### config.mk
export PLATFORM = sky130hd
export DESIGN_NAME = bound_flasher_ctrl
export DESIGN_NICKNAME = d
export VERILOG_FILES = /design/src/rtl/bound_flasher_ctrl.sv
export SDC_FILE = /design/constraint.sdc
export NUM_CORES = 1
export LEC_CHECK = 0
export ABC_CLOCK_PERIOD_IN_PS = 2200
export BUFFER_PORTS_ARGS = -buffer_cell sky130_fd_sc_hd__buf_2
export CAP_MARGIN = 30
export CORE_ASPECT_RATIO = 1.5
export CORE_MARGIN = 2
export CORE_UTILIZATION = 31
export DETAILED_ROUTE_END_ITERATION = 8
export PLACE_DENSITY_LB_ADDON = 0.2
export SKIP_LAST_GASP = 1
export SLEW_MARGIN = 20
export SYNTH_ARGS = -nofsm -noshare
export SYNTH_HDL_FRONTEND = slang
export SYNTH_SLANG_ARGS = --single-unit
### constraint.sdc
create_clock -name clk -period 2.2 [get_ports clk]
set_input_delay 0.44 -clock clk [delete_from_list [all_inputs] [get_ports clk]]
set_output_delay 0.44 -clock clk [all_outputs]
set_load 0.1 [all_outputs]
### src/rtl/bound_flasher_ctrl.sv
// Bound flasher sequencer: drives a 16-lamp thermometer bar through the
// pattern up-to-6, down-to-0, up-to-11, down-to-5, up-to-16, down-to-0.
// One lamp step per tick; the tick is divided down by STEP_DIV.
// Optional feature macro: BOUND_FLASHER_KICKBACK_EN. When it is defined, flick
// during UP10/UP15 at level 6 or 11 kicks the bar back to the preceding
// descent.
module bound_flasher_ctrl #(
  parameter int STEP_DIV = 1
) (
  input  logic        clk,
  input  logic        rst,
  input  logic        flick,
  output logic [2:0]  main_state,
  output logic [2:0]  main_state_n,
  output logic [15:0] lamp,
  output logic        busy
);

  typedef enum logic [2:0] {
    INIT    = 3'd0,
    UP5     = 3'd1,
    DN0A    = 3'd2,
    UP10    = 3'd3,
    DN5     = 3'd4,
    UP15    = 3'd5,
    DN0B    = 3'd6,
    ILLEGAL = 3'd7
  } state_t;

  localparam logic [7:0] PS_LAST = 8'(STEP_DIV - 1);

  state_t      state_reg, state_next;
  logic [4:0]  lvl_reg, lvl_next;
  logic [7:0]  ps_reg, ps_next;
  logic [15:0] lamp_reg, lamp_next;
  logic        tick;

  // Step strobe: free-running at full rate, otherwise the prescaler wrap.
  generate
    if (STEP_DIV == 1) begin : g_tick_full
      assign tick = 1'b1;
    end else begin : g_tick_div
      assign tick = (state_reg != INIT) && (ps_reg == PS_LAST);
    end
  endgenerate

  // Prescaler is parked at zero in INIT so the first step after a flick
  // always lands a full STEP_DIV cycles after leaving INIT.
  always_comb begin
    ps_next = ps_reg + 8'd1;
    if (state_reg == INIT || ps_reg == PS_LAST) begin
      ps_next = '0;
    end
  end

`ifdef BOUND_FLASHER_KICKBACK_EN
  logic kick;
  assign kick = flick && (lvl_reg == 5'd6 || lvl_reg == 5'd11);
`endif

  // Next-state and next-level logic; the level is held on the tick that
  // moves the sequencer into its next phase.
  always_comb begin
    state_next = state_reg;
    lvl_next   = lvl_reg;
    case (state_reg)
      INIT: begin
        if (flick) state_next = UP5;
      end
      UP5: begin
        if (tick) begin
          if (lvl_reg == 5'd6) state_next = DN0A;
          else                 lvl_next   = lvl_reg + 5'd1;
        end
      end
      DN0A: begin
        if (tick) begin
          if (lvl_reg == 5'd0) state_next = UP10;
          else                 lvl_next   = lvl_reg - 5'd1;
        end
      end
      UP10: begin
        if (tick) begin
`ifdef BOUND_FLASHER_KICKBACK_EN
          if (kick)                   state_next = DN0A;
          else if (lvl_reg == 5'd11)  state_next = DN5;
          else                        lvl_next   = lvl_reg + 5'd1;
`else
          if (lvl_reg == 5'd11) state_next = DN5;
          else                  lvl_next   = lvl_reg + 5'd1;
`endif
        end
      end
      DN5: begin
        if (tick) begin
          if (lvl_reg == 5'd5) state_next = UP15;
          else                 lvl_next   = lvl_reg - 5'd1;
        end
      end
      UP15: begin
        if (tick) begin
`ifdef BOUND_FLASHER_KICKBACK_EN
          if (kick)                   state_next = DN5;
          else if (lvl_reg == 5'd16)  state_next = DN0B;
          else                        lvl_next   = lvl_reg + 5'd1;
`else
          if (lvl_reg == 5'd16) state_next = DN0B;
          else                  lvl_next   = lvl_reg + 5'd1;
`endif
        end
      end
      DN0B: begin
        if (tick) begin
          if (lvl_reg == 5'd0) state_next = flick ? UP5 : INIT;
          else                 lvl_next   = lvl_reg - 5'd1;
        end
      end
      default: begin
        state_next = INIT;
        lvl_next   = '0;
      end
    endcase
  end

  // Thermometer decode of the upcoming level so lamp stays aligned with lvl.
  genvar gi;
  generate
    for (gi = 0; gi < 16; gi++) begin : g_lamp
      assign lamp_next[gi] = (lvl_next > 5'(gi));
    end
  endgenerate

  // State, level, prescaler and lamp registers; reset is a full abort.
  always_ff @(posedge clk or posedge rst) begin
    if (rst) begin
      state_reg <= INIT;
      lvl_reg   <= '0;
      ps_reg    <= '0;
      lamp_reg  <= '0;
    end else begin
      state_reg <= state_next;
      lvl_reg   <= lvl_next;
      ps_reg    <= ps_next;
      lamp_reg  <= lamp_next;
    end
  end

  assign main_state   = state_reg;
  assign main_state_n = state_next;
  assign lamp         = lamp_reg;
  assign busy         = (state_reg != INIT);

endmodule
==> Word-level counts from Yosys, hierarchy flattened <==
Index checks and enable logic that the tools add are counted.
{ "op_classes": {"n_eq_ne": 10, "add_sub_neg": 2, "reduce_logical": 4, "magnitude_cmp": 16, "n_mux": 15} }
{ "ops": {"columns": ["cell", "n"], "rows": [
  ["$gt A5 B4 Y1 const B", 8],
  ["$pmux W5 S6", 1],
  ["$mux W5", 5],
  ["$mux W3", 7],
  ["$pmux W3 S7", 1],
  ["$gt A5 B3 Y1 const B", 4],
  ["$eq A5 B3 Y1 const B", 2],
  ["$gt A5 B1 Y1 const B", 2],
  ["$gt A5 B2 Y1 const B", 2],
  ["$eq A3 B3 Y1 const B", 3],
  ["$eq A3 B2 Y1 const B", 2],
  ["$add A5 B1 Y5 const B", 1],
  ["$eq A5 B4 Y1 const B", 1],
  ["$eq A5 B5 Y1 const B", 1],
  ["$logic_not A5 Y1", 1],
  ["$sub A5 B1 Y5 const B", 1],
  ["$eq A3 B1 Y1 const B", 1],
  ["$logic_not A3 Y1", 1],
  ["$reduce_bool A3 Y1", 1],
  ["$reduce_or A2 Y1", 1],
  ["$mux W1", 1]
]} }
{ "totals": {"output_inout_bits": 23, "reg_bits": 24, "in_bits": 3, "word_cells": 50} }

==> Logic depth before layout (Yosys ltp) <==
Gate-level depths: netlist of run 1.
{ "logic_depth": {"word_depth": 4, "depth_mapped": 10, "ltp_nobuf": 10} }

==> Worst setup path before layout of run 1 <==
Ideal clock, no wire load.
{ "synth_timing": {"kind": "reg-to-output", "from": "reg state_reg[0], in the netlist main_state[0]", "to": "out main_state_n[1]", "path_stages_with_launch": 4, "path_buffers": 1, "t_arrival_ns": 3.740, "slack_ns": -1.980, "required_time_ns": 1.760, "path_cell_list": "dfrtp_1 -> clkbuf_1 -> a21oi_1 -> o31ai_1"} }
{ "synth_between": {"elab_chain_len": 2, "word_cells_on_any_way": 8, "cone_classes": "eq/ne: 6; mux: 1; reduce/logical: 1"} }
{ "synth_rtl": {"columns": ["element", "line_no", "source"], "rows": [
  ["start: declaration", "32", "state_t state_reg, state_next;"],
  ["start signal: assignment", "141", "state_reg <= state_next;"],
  ["$eq A3 B3 Y1, or another cell as far along", "66", "case (state_reg)"],
  ["$pmux W3 S7 *", "66", null],
  ["end: declaration", "14", "output logic [2:0] main_state_n,"]
]} }
Mark *: on every way between the ends. The rest lies on a longest branch, timed or not.

==> Final worst setup path of run 1 <==
{ "layout_timing": {"from": "reg lvl_reg[1]", "to": "out main_state_n[0]"} }
{ "layout_between": {"elab_chain_len": 3, "word_cells_on_any_way": 12, "cone_classes": "eq/ne: 4; mux: 7; reduce/logical: 1"} }
{ "layout_rtl": {"columns": ["element", "line_no", "source"], "rows": [
  ["start: declaration", "33", "logic [4:0] lvl_reg, lvl_next;"],
  ["start signal: assignment", "142", "lvl_reg <= lvl_next;"],
  ["$eq A5 B5 Y1, or another cell as far along", "107", "if (lvl_reg == 5'd16) state_next = DN0B;"],
  ["$mux W3, or another cell as far along", "107", null],
  ["$pmux W3 S7 *", "66", null]
]} }
Marked as above.

==> PnR_summary.wiki, run 1 <==
{| class="wikitable"
! Metric !! Value
|-
| Fraction of final layout cells with drive strength greater than 1 || 0.615
|-
| Pin count of the biggest net entering global routing || 20
|-
| Switching Fraction || 0.179
|-
| Most instantiated flip-flop cell in the synthesis netlist || sky130_fd_sc_hd__dfrtp_1
|-
| Max IR drop VDD || between 0.2 and 0.25 mV
|-
| Net count after synthesis || roughly 140
|-
| Total inserted antenna cells || 0
|-
| Leading cell types by count after synthesis || sky130_fd_sc_hd__dfrtp_1, sky130_fd_sc_hd__inv_1, sky130_fd_sc_hd__a21oi_1, sky130_fd_sc_hd__nand2_1, sky130_fd_sc_hd__o21ai_1
|-
| Fin Hold WS || 0.283 ns
|-
| Tmin final || roughly 2.3 ns
|-
| Placement-stage worst setup slack || -0.0176 ns
|-
| Source of the worst register-to-register timing path || lvl_reg[1]
|-
| R2r setup slk || -0.07 ns
|-
| Total number of vias || 1259
|-
| Detailed-route vias per instance || 5.12
|-
| Starting DRT DRC Count || 19
|-
| Number of violations of the max-capacitance limit || 0
|-
| H-tree lvl count || 1
|-
| Destination of the worst register-to-register timing path || lamp[12]
|-
| Post-synthesis sequential element count || 24
|-
| CP Data Arrival Time || roughly 1.8 ns
|-
| Boundary Pins || 26
|-
| P_sw || 0.000149 W
|-
| Max-Slew Margin vs Limit || 0.512
|-
| Min setup slack post-route || -0.0748 ns
|-
| Antenna violations before repair || 0
|-
| Synthesized area || between 1000 and 1500 um^2
|-
| CTS tree || yes
|-
| Maximum count of clock buffers along a single path || 2
|-
| Total power density per cell area || 378 nW/um^2
|-
| Number of slew-limit violations in the final report || 0
|-
| Highest fanout seen on the critical path || 3
|-
| Sequential cell area fraction in the yosys report || 0.429
|-
| Worst Reg2Reg Path Length in Cells || 12
|-
| Final-layout fill cell count || about 390
|-
| Clock power frac || 0.458
|-
| Post-synth top area share || 0.429
|-
| Max reg flops || 16
|-
| Number of iterations in the first detailed-routing pass || 6
|-
| Violations in the final reports || DRC, setup timing
|-
| Number of failing hold endpoints at the final stage || 0
|-
| Type of the setup path with the least slack || register to output port
|-
| Portion of total power attributed to sequential cells || 0.527
|-
| Unrepaired setup endpoints after global routing || yes
|-
| Relative contribution of combinational cells to total power || 0.014
|-
| Drt drc || 1
|-
| Clock tree root buffer cell || sky130_fd_sc_hd__clkbuf_8
|-
| RD Place Congestion || 0.838
|-
| I/O Buffers || 25
|-
| TritonCTS Sinks || 24
|-
| Number of unique standard cell types used by synthesis || between 50 and 60
|-
| Wire length of the first global-routing pass || just over 6 mm
|-
| Outcome || finished, violations left
|-
| Routed WL per cell || about 15 um
|-
| Layout-stage area growth over the synthesis result || 57.7%
|-
| Number of routed nets with antenna violations || 0
|-
| Setup Viol. Count Final || 7
|-
| Final routed wirelength across all metal layers || approximately 3.8 mm
|-
| Classification of the worst-slack hold path || primary input to async pin
|-
| Chip Width || 58.9 um
|-
| YS warnings || 0
|-
| Post-layout power || 0.000835 W
|-
| Number of enable-type register cells in the synthesized netlist || 0
|-
| Leakage || around 0.93 nW
|-
| Int Pwr || between 0.0006 and 0.0007 W
|-
| Clock tree skew after final layout || roughly 0.0026 ns
|-
| Sum Neg Setup Slack || -0.317 ns
|-
| Final HPWL DP || around 2.8 mm
|-
| Fin crit share || 1.03
|-
| Clock latency at the later pin of the worst-skew pair || about 0.26 ns
|-
| Startpoint kind of the worst setup timing path || register
|-
| Cell with the most instances after synthesis || sky130_fd_sc_hd__dfrtp_1
|-
| Nets || about 210
|-
| Critical Path RT || 1.76 ns
|-
| Critical path capture point type || output port
|-
| Clock slew at the register clock pins of the worst setup and hold paths || roughly 0.09 ns
|-
| Avg Cell Area, Syn || 10.3 um^2
|-
| Via count of the first global-routing pass || 1241
|-
| Placeable core region || around 4300 um^2
|-
| GRT Resource Usage Total || 0.158
|-
| Post-synth top area cell || sky130_fd_sc_hd__dfrtp_1
|-
| Initial Util || 0.327
|-
| Number of clock buffers inserted by TritonCTS || 3
|-
| Actual slew at the worst max-slew pin || 0.731 ns
|-
| Overall die area || around 5100 um^2
|-
| Post-Synthesis Cells || 136
|-
| Die span in y || 86.3 um
|-
| Total number of placement rows || 29
|-
| Highest Clock Rate || 0.440 GHz
|-
| Async SR Flop Fraction || 1.00
|-
| Final global-route overflow total || 0
|-
| Cell types with the largest area share after synthesis || sky130_fd_sc_hd__dfrtp_1, sky130_fd_sc_hd__ha_1, sky130_fd_sc_hd__a21oi_1, sky130_fd_sc_hd__o21ai_1, sky130_fd_sc_hd__inv_1
|}
## area by class of cell
cell class | count | area, um^2 | share of cell area
clock buffers | 3 | 41.3 | 0.0187
clock inverters | 1 | 30.0 | 0.0136
inverters | 14 | 52.6 | 0.0238
well taps | 46 | 57.6 | 0.0261
flip-flops and latches | 24 | 616 | 0.279
multi-input cells | 93 | 906 | 0.410
repair buffers | 65 | 505 | 0.229
## cells by family (layout without fill, tap and decap cells)
group	after synthesis	count (layout)	synth area share
multiplexers	2	2	0.0152
buffers and inverters	19	83	0.0599
XOR/XNOR	3	3	0.0188
flip-flops	24	24	0.429
AND/OR/NAND/NOR	41	41	0.217
AO/OA/AOI/OAI	43	43	0.224
adder cells (fa/ha/maj)	4	4	0.0357
## power by group through the flow
stage               sequential [W]  clock [W]  combinational [W]
detailed placement        0.000450          0          0.0000126
CTS                       0.000441   0.000387          0.0000126
global placement          0.000450          0          0.0000122
floorplan                 0.000450          0         0.00000658
finish                    0.000441   0.000383          0.0000119
global route              0.000441   0.000403          0.0000146
## how the worst max path moves through the flow
stage	from	end	depth (start not counted)	slack, ns
after global routing	lvl_reg[1]	lamp[12]	12	-0.15
after CTS	lvl_reg[1]	main_state_n[0]	8	-0.08
final	lvl_reg[1]	main_state_n[0]	8	-0.07
after global placement	lvl_reg[2]	main_state_n[2]	5	-0.03
after floorplan	lvl_reg[0]	main_state_n[0]	7	-0.13
after detailed placement	lvl_reg[2]	main_state_n[2]	5	-0.02
## critical path, cell delays in order (launching register included)
cell and delay [ns]:
sky130_fd_sc_hd__dfrtp_1 0.40, sky130_fd_sc_hd__inv_2 0.07, sky130_fd_sc_hd__ha_4 0.16, sky130_fd_sc_hd__and4bb_1 0.22
sky130_fd_sc_hd__buf_6 0.13, sky130_fd_sc_hd__a22oi_2 0.18, sky130_fd_sc_hd__nand3_2 0.13, sky130_fd_sc_hd__o21ai_4 0.10
sky130_fd_sc_hd__buf_12 0.19
## metal layers
metal	track usage	vias up	wire [um]
li1	-	609	-
met1	0.170	607	1490
met2	0.306	33	2040
met3	0.0224	10	133
met4	0.0455	0	114
met5	0	-	0
## cell usage in the layout (no fill, tap or decap), types with 3 or more instances in the layout
cell                       netlist  final
sky130_fd_sc_hd__buf_4           1     33
sky130_fd_sc_hd__buf_2           1     22
sky130_fd_sc_hd__dfrtp_1        24     18
sky130_fd_sc_hd__o21ai_2         1      9
sky130_fd_sc_hd__inv_1          10      8
sky130_fd_sc_hd__nand2_1         9      7
sky130_fd_sc_hd__inv_2           4      6
sky130_fd_sc_hd__nor2_1          7      6
sky130_fd_sc_hd__o21ai_1         9      6
sky130_fd_sc_hd__buf_6           1      6
sky130_fd_sc_hd__a21oi_2         1      5
sky130_fd_sc_hd__a21oi_1         9      5
sky130_fd_sc_hd__buf_12          0      4
sky130_fd_sc_hd__nand2b_1        3      3
sky130_fd_sc_hd__clkbuf_8        0      3
sky130_fd_sc_hd__dfrtp_2         0      3
sky130_fd_sc_hd__dfrtp_4         0      3
## stage by stage
step | cells | cell area (um^2) | utilization
finish | 246 | 2210 | 0.516
global route | 246 | 2210 | 0.516
CTS | 240 | 2040 | 0.477
detailed placement | 227 | 1830 | 0.426
global placement | 227 | 1830 | 0.426
floorplan | 136 | 1460 | -
## repair_timing
| action | CTS | global route |
|---|---|---|
| setup endpoints to repair | 3 | 18 |
| gates resized for setup | 19 | 25 |
| setup buffers | 10 | 7 |
| pin swaps | 9 | 9 |
| gates cloned | 0 | 0 |
| hold buffers | 0 | 0 |
No activity file was read; power rests on OpenSTA's default activity.
==> inputs of run 2 (changes only) <==
--- a/config.mk
+++ b/config.mk
@@ -13,6 +13,7 @@
 export CORE_UTILIZATION = 31
 export DETAILED_ROUTE_END_ITERATION = 8
 export PLACE_DENSITY_LB_ADDON = 0.2
+export RECOVER_POWER = 50
 export SKIP_LAST_GASP = 1
 export SLEW_MARGIN = 20
 export SYNTH_ARGS = -nofsm -noshare
==> run 2 against run 1 <==
The run still ends with DRC, setup timing left. Critical path type unchanged. Total power down 0.10%. Design area down 0.28%. Clock skew about the same. Via count unchanged. Clock power about the same. Highest routed layer unchanged.
==> PnR_summary.wiki, run 2 (synthesis results as in run 1) <==
{| class="wikitable"
! Metric !! Value
|-
| Number of violations of the max-capacitance limit || 0 (unchanged)
|-
| Total inserted antenna cells || 0 (unchanged)
|-
| Fin crit share || 1.03 (unchanged)
|-
| H-tree lvl count || 1 (unchanged)
|-
| Critical path capture point type || output port
|-
| Relative contribution of combinational cells to total power || 0.013 (about the same)
|-
| Total number of vias || 1259 (unchanged)
|-
| Chip Width || 58.9 um (unchanged)
|-
| Nets || 208 (unchanged)
|-
| Worst setup endpoint || main_state_n[0]
|-
| Violations in the final reports || DRC, setup timing
|-
| Final routed wirelength across all metal layers || 3.78 mm (about the same)
|-
| Drt drc || 1 (unchanged)
|-
| Outcome || finished, violations left
|-
| Final HPWL DP || 2.79 mm (unchanged)
|-
| CTS tree || yes
|-
| Antenna violations before repair || 0 (unchanged)
|-
| TritonCTS Sinks || 24 (unchanged)
|-
| Min setup slack post-route || -0.0748 ns (unchanged)
|-
| Critical path origin || lvl_reg[1]
|-
| Number of slew-limit violations in the final report || 0 (unchanged)
|-
| Actual slew at the worst max-slew pin || 1.17 ns (+0.435 ns)
|-
| Routed WL per cell || 15.4 um (about the same)
|-
| Maximum count of clock buffers along a single path || 2 (unchanged)
|-
| R2r setup slk || -0.07 ns (about the same)
|-
| Source of the worst register-to-register timing path || lvl_reg[1]
|-
| Starting DRT DRC Count || 19 (unchanged)
|-
| Overall die area || 5080 um^2 (unchanged)
|-
| CP Data Arrival Time || 1.83 ns (about the same)
|-
| Commonest cells after routing, fill and taps aside || sky130_fd_sc_hd__buf_4, sky130_fd_sc_hd__buf_2, sky130_fd_sc_hd__dfrtp_1, sky130_fd_sc_hd__o21ai_2, sky130_fd_sc_hd__inv_1
|-
| End-of-flow core utilization || 0.514 (-0.00146)
|-
| Total power density per cell area || 379 nW/um^2 (+0.18%)
|-
| Total number of placement rows || 29 (unchanged)
|-
| Cts hold-fix bufs || 0 (unchanged)
|-
| Wire length of the first global-routing pass || 6.12 mm (unchanged)
|-
| Pin count of the biggest net entering global routing || 20 (unchanged)
|-
| Total instance count after detailed placement || 227 (unchanged)
|-
| Initial Util || 0.327 (unchanged)
|-
| Startpoint kind of the worst setup timing path || register
|-
| I/O Buffers || 25 (unchanged)
|-
| Int Pwr || 0.000685 W (-0.11%)
|-
| Fraction of final layout cells with drive strength greater than 1 || 0.600 (-0.0150)
|-
| Placeable core region || 4280 um^2 (unchanged)
|-
| Critical Path RT || 1.76 ns (about the same)
|-
| Number of routed nets with antenna violations || 0 (unchanged)
|-
| Type of the setup path with the least slack || register to output port
|-
| Portion of total power attributed to sequential cells || 0.528 (about the same)
|-
| Detailed-route vias per instance || 5.12 (unchanged)
|-
| Destination of the worst register-to-register timing path || lamp[12]
|-
| Die span in y || 86.3 um (unchanged)
|-
| Via count of the first global-routing pass || 1241 (unchanged)
|-
| Most common library cell in the layout ignoring fill and taps || sky130_fd_sc_hd__buf_4
|-
| Leakage || 0.917 nW (-0.99%)
|-
| Highest Clock Rate || 0.440 GHz (unchanged)
|-
| P_sw || 0.000149 W (about the same)
|-
| Number of non-filler instances in the completed layout || 246 (unchanged)
|-
| Cell with the largest stage delay on the worst path || sky130_fd_sc_hd__dfrtp_1
|-
| Number of failing hold endpoints at the final stage || 0 (unchanged)
|-
| RD Place Congestion || 0.838 (unchanged)
|-
| Tmin final || 2.27 ns (unchanged)
|-
| Worst Reg2Reg Path Length in Cells || 12 (unchanged)
|-
| Highest fanout seen on the critical path || 3 (unchanged)
|-
| Number of iterations in the first detailed-routing pass || 6 (unchanged)
|-
| Critical path cell sequence || inv_2 -> ha_4 -> and4bb_1 -> buf_6 -> a22oi_2 -> nand3_2 -> o21ai_4 -> buf_12
|-
| Max IR drop VDD || 0.209 mV (about the same)
|-
| Clock power frac || 0.459 (about the same)
|-
| Boundary Pins || 26 (unchanged)
|-
| Max reg flops || 16 (unchanged)
|-
| Clock latency at the later pin of the worst-skew pair || 0.26 ns (about the same)
|-
| Layout-stage area growth over the synthesis result || 57.3%
|-
| Clock slew at the register clock pins of the worst setup and hold paths || 0.09 ns (about the same)
|-
| Classification of the worst-slack hold path || primary input to async pin
|-
| Post-layout power || 0.000834 W (-0.10%)
|-
| Max incr delay on CP || 0.40 ns (about the same)
|-
| Unrepaired setup endpoints after global routing || yes
|-
| Clock tree root buffer cell || sky130_fd_sc_hd__clkbuf_8
|-
| Switching Fraction || 0.179 (about the same)
|-
| Clock tree skew after final layout || 0.00251 ns (-0.0000397 ns)
|-
| Final global-route overflow total || 0 (unchanged)
|-
| GRT Resource Usage Total || 0.158 (unchanged)
|-
| Setup Viol. Count Final || 7 (unchanged)
|-
| Max-Slew Margin vs Limit || 0.226 (-0.286)
|-
| Number of clock buffers inserted by TritonCTS || 3 (unchanged)
|}
## run 2: changes by cell type in the layout (fill, tap and decap cells not counted)
| cell | change |
|---|---|
| sky130_fd_sc_hd__buf_2 | -2 |
| sky130_fd_sc_hd__clkbuf_1 | +3 |
| sky130_fd_sc_hd__buf_4 | -1 |
## run 2: layout make-up
| cell class | instances | area [um^2] |
|---|---|---|
| fillers | 392 | 2080 |
| multi-input cells | 93 | 906 |
| flip-flops and latches | 24 | 616 |
| repair buffers | 65 | 499 |
| well taps | 46 | 57.6 |
| inverters | 14 | 52.6 |
| clock buffers | 3 | 41.3 |
| clock inverters | 1 | 30.0 |
## run 2: stage by stage
| stage | worst slack (ns) | TNS [ns] | hold slack, ns | instance area [um^2] |
|---|---|---|---|---|
| 2_1_floorplan | -0.133 | -0.263 | 0.455 | 1460 |
| 3_3_place_gp | -0.0288 | -0.0288 | 0.572 | 1830 |
| 3_5_place_dp | -0.0176 | -0.0176 | 0.569 | 1830 |
| 4_1_cts | -0.0838 | -0.426 | 0.318 | 2040 |
| 5_1_grt | -0.154 | -1.48 | 0.361 | 2200 |
| 6_report | -0.0748 | -0.317 | 0.282 | 2200 |
## run 2: critical path, delay by kind of cell, from the launching register on
family,cells,cell delay [ns]
AOI/OAI and AO/OA,2,0.28
buffers and inverters,3,0.39
and+or+nand+nor,2,0.35
DFF,1,0.40
adders and majority gates,1,0.16
## run 2: power groups by stage
| stage | registers (W) | logic [W] | clock network (W) |
|---|---|---|---|
| 3_3_place_gp | 0.000450 | 0.0000122 | 0 |
| 2_1_floorplan | 0.000450 | 0.00000658 | 0 |
| 3_5_place_dp | 0.000450 | 0.0000126 | 0 |
| 4_1_cts | 0.000441 | 0.0000126 | 0.000387 |
| 6_report | 0.000441 | 0.0000111 | 0.000383 |
| 5_1_grt | 0.000441 | 0.0000139 | 0.000403 |
## run 2: per-layer routing
metal  wire length [um]  share of wire  global-route usage  vias up
met5                  0              0                   0        -
met2               2040           0.54               0.306       33
met3                135          0.036              0.0224       10
li1                   -              -                   -      609
met1               1490           0.39               0.170      607
met4                114          0.030              0.0455        0
## run 2: worst min path at each step
stage | startpoint | cells after the start | endpoint | slack (ns)
final | rst | 2 | lamp[1] | 0.28
after global routing | rst | 2 | lamp[0] | 0.36
after CTS | rst | 2 | lamp[1] | 0.32
after detailed placement | main_state[0] | 1 | main_state[0] | 0.57
after global placement | main_state[0] | 1 | main_state[0] | 0.57
after floorplan | rst | 1 | lamp[0] | 0.45
## run 2: timing repair
action,in CTS,in global routing
gates resized for setup,19,25
pin swaps,9,9
endpoints found under the setup margin,3,18
buffers inserted,10,7
gates cloned,0,0
==> inputs of run 3 (changes only) <==
--- a/config.mk
+++ b/config.mk
@@ -10,7 +10,7 @@
 export CAP_MARGIN = 30
 export CORE_ASPECT_RATIO = 1.5
 export CORE_MARGIN = 2
-export CORE_UTILIZATION = 31
+export CORE_UTILIZATION = 49
 export DETAILED_ROUTE_END_ITERATION = 8
 export PLACE_DENSITY_LB_ADDON = 0.2
 export RECOVER_POWER = 50
==> constraint.sdc (replaced) <==
create_clock -name clk -period 2.2 [get_ports clk]
set_input_delay 0.44 -clock clk [delete_from_list [all_inputs] [get_ports clk]]
set_output_delay 0.44 -clock clk [all_outputs]
set_load 0.01 [all_outputs]
==> run 3 against run 2 <==
The run ends with setup timing left. Die area fell by 35%. Worst setup slack improved by 0.053 ns. Wire length fell by 5.7%. Register-to-register slack better by 0.16 ns. Total power about the same.
==> PnR_summary.wiki, run 3 (synthesis results as in run 1) <==
{| class="wikitable"
! Metric !! Value
|-
| Max reg flops || 16 (unchanged)
|-
| Wire length of the first global-routing pass || 5.47 mm (-11%)
|-
| Min setup slack post-route || -0.0213 ns (+0.0535 ns)
|-
| Total number of vias || 1188 (-5.6%)
|-
| Max incr delay on CP || 0.41 ns (about the same)
|-
| Max IR drop VDD || 0.518 mV (+150%)
|-
| Startpoint kind of the worst setup timing path || register
|-
| Clock slew at the register clock pins of the worst setup and hold paths || 0.09 ns (about the same)
|-
| Overall die area || 3310 um^2 (-35%)
|-
| Placement-stage worst setup slack || 0.0395 ns (+0.0571 ns)
|-
| CTS tree || yes
|-
| GRT Resource Usage Total || 0.231 (+0.0731)
|-
| Placeable core region || 2710 um^2 (-37%)
|-
| Number of violations of the max-capacitance limit || 0 (unchanged)
|-
| Setup Viol. Count Final || 1 (-6)
|-
| Clock latency at the later pin of the worst-skew pair || 0.27 ns (about the same)
|-
| Maximum count of clock buffers along a single path || 2 (unchanged)
|-
| H-tree lvl count || 1 (unchanged)
|-
| Number of slew-limit violations in the final report || 0 (unchanged)
|-
| Critical Path RT || 1.76 ns (about the same)
|-
| Unrepaired setup endpoints after global routing || yes
|-
| Total power density per cell area || 452 nW/um^2 (+19%)
|-
| Critical path capture point type || output port
|-
| Max-Slew Margin vs Limit || 0.163 (-0.0630)
|-
| Tmin final || 2.22 ns (-0.0535 ns)
|-
| Total inserted antenna cells || 0 (unchanged)
|-
| Detailed-route vias per instance || 5.45 (+6.5%)
|-
| Starting DRT DRC Count || 38 (+19)
|-
| Leakage || 0.784 nW (-15%)
|-
| Worst path top cell family by delay || flip-flops
|-
| Outcome || finished, violations left
|-
| Via count of the first global-routing pass || 1204 (-3.0%)
|-
| Final global-route overflow total || 0 (unchanged)
|-
| Sum Neg Setup Slack || -0.0213 ns (+0.296 ns)
|-
| Actual slew at the worst max-slew pin || 1.26 ns (+0.0895 ns)
|-
| Commonest cells after routing, fill and taps aside || sky130_fd_sc_hd__dfrtp_1, sky130_fd_sc_hd__buf_4, sky130_fd_sc_hd__buf_2, sky130_fd_sc_hd__o21ai_1, sky130_fd_sc_hd__clkbuf_1
|-
| Number of non-filler instances in the completed layout || 218 (-11%)
|-
| Total number of placement rows || 23 (-21%)
|-
| CP Data Arrival Time || 1.78 ns (-0.05 ns)
|-
| Clock tree skew after final layout || 0.0118 ns (+0.00934 ns)
|-
| Fin crit share || 1.01 (-0.0243)
|-
| Highest fanout seen on the critical path || 3 (unchanged)
|-
| I/O Buffers || 25 (unchanged)
|-
| Nets || 189 (-9.1%)
|-
| Most common library cell in the layout ignoring fill and taps || sky130_fd_sc_hd__dfrtp_1
|-
| Classification of the worst-slack hold path || primary input to async pin
|-
| Cell with the largest stage delay on the worst path || sky130_fd_sc_hd__dfrtp_1
|-
| Total instance count after detailed placement || 205 (-9.7%)
|-
| Antenna violations before repair || 0 (unchanged)
|-
| Fin Hold WS || 0.561 ns (+0.279 ns)
|-
| Die span in y || 69.5 um (-20%)
|-
| TritonCTS Sinks || 24 (unchanged)
|-
| Type of the setup path with the least slack || register to output port
|-
| Final routed wirelength across all metal layers || 3.56 mm (-5.7%)
|-
| Clock tree root buffer cell || sky130_fd_sc_hd__clkbuf_8
|-
| Chip Width || 47.6 um (-19%)
|-
| Number of routed nets with antenna violations || 0 (unchanged)
|-
| Routed WL per cell || 16.3 um (+6.4%)
|-
| Drt drc || 0 (-1)
|-
| Number of iterations in the first detailed-routing pass || 4 (-2)
|-
| Layout-stage area growth over the synthesis result || 31.8%
|-
| Final HPWL DP || 2.60 mm (-6.9%)
|-
| Highest Clock Rate || 0.450 GHz (+2.4%)
|-
| Fraction of final layout cells with drive strength greater than 1 || 0.403 (-0.197)
|-
| Pin count of the biggest net entering global routing || 25 (+25%)
|-
| Critical path cell sequence || inv_2 -> ha_4 -> nor4b_4 -> buf_4 -> o21ai_2 -> mux2_4 -> buf_6
|-
| Number of clock buffers inserted by TritonCTS || 3 (unchanged)
|-
| RD Place Congestion || 0.929 (+11%)
|-
| Initial Util || 0.518 (+0.191)
|-
| Number of buffer and inverter stages on the critical path || 3 (unchanged)
|-
| Boundary Pins || 26 (unchanged)
|-
| Violations in the final reports || setup timing
|-
| Number of failing hold endpoints at the final stage || 0 (unchanged)
|-
| Post-layout power || 0.000834 W (about the same)
|}
[run 3: per-stage QoR]
step	util	area, um^2
final	0.682	1850
after global routing	0.682	1850
after CTS	0.663	1790
after detailed placement	0.603	1630
after global placement	0.603	1630
after floorplan	-	1400
[run 3: final timing paths]
check,from,to,slack [ns],cells after the start
max in group asynchronous,rst,lvl_reg[2],0.80,3
hold reg to reg,lvl_reg[1],lvl_reg[1],0.70,3
min in group clk,flick,main_state[0],0.64,5
setup reg to reg,lvl_reg[1],lamp[8],0.09,10
hold / removal,rst,lamp[14],0.56,3
setup / recovery,lvl_reg[1],main_state_n[2],-0.02,7
[run 3: what timing repair did]
item	CTS	global route
gates cloned	0	0
pin swaps	3	5
hold buffers	0	0
gates resized for setup	15	9
setup endpoints to repair	3	16
setup buffers	6	4
[run 3: where the power goes]
| part | leakage [nW] | switching [W] | internal, W |
|---|---|---|---|
| Clock | 0.0357 | 0.000140 | 0.000243 |
| Sequential | 0.253 | 0 | 0.000441 |
| Combinational | 0.495 | 0.00000900 | 0.00000173 |
[run 3: metal layers]
| layer | part of all wire | up-vias | wire [um] | GRT usage |
|---|---|---|---|---|
| met3 | 0.024 | 8 | 86 | 0.0339 |
| met5 | 0 | - | 0 | 0 |
| met4 | 0.024 | 0 | 85 | 0.0991 |
| li1 | - | 570 | - | - |
| met1 | 0.39 | 585 | 1400 | 0.256 |
| met2 | 0.56 | 25 | 1990 | 0.405 |
[run 3: cell type report]
class / instances / area (um^2)
fillers: 238 / 860
inverters: 14 / 57.6
clock buffers: 3 / 41.3
well taps: 37 / 46.3
clock inverters: 1 / 30.0
repair buffers: 46 / 274
multi-input cells: 93 / 793
flip-flops and latches: 24 / 603
[run 3: tightest hold or removal path, delay by kind of cell]
family,cells,cell delay (ns)
buffers and inverters,3,1.04
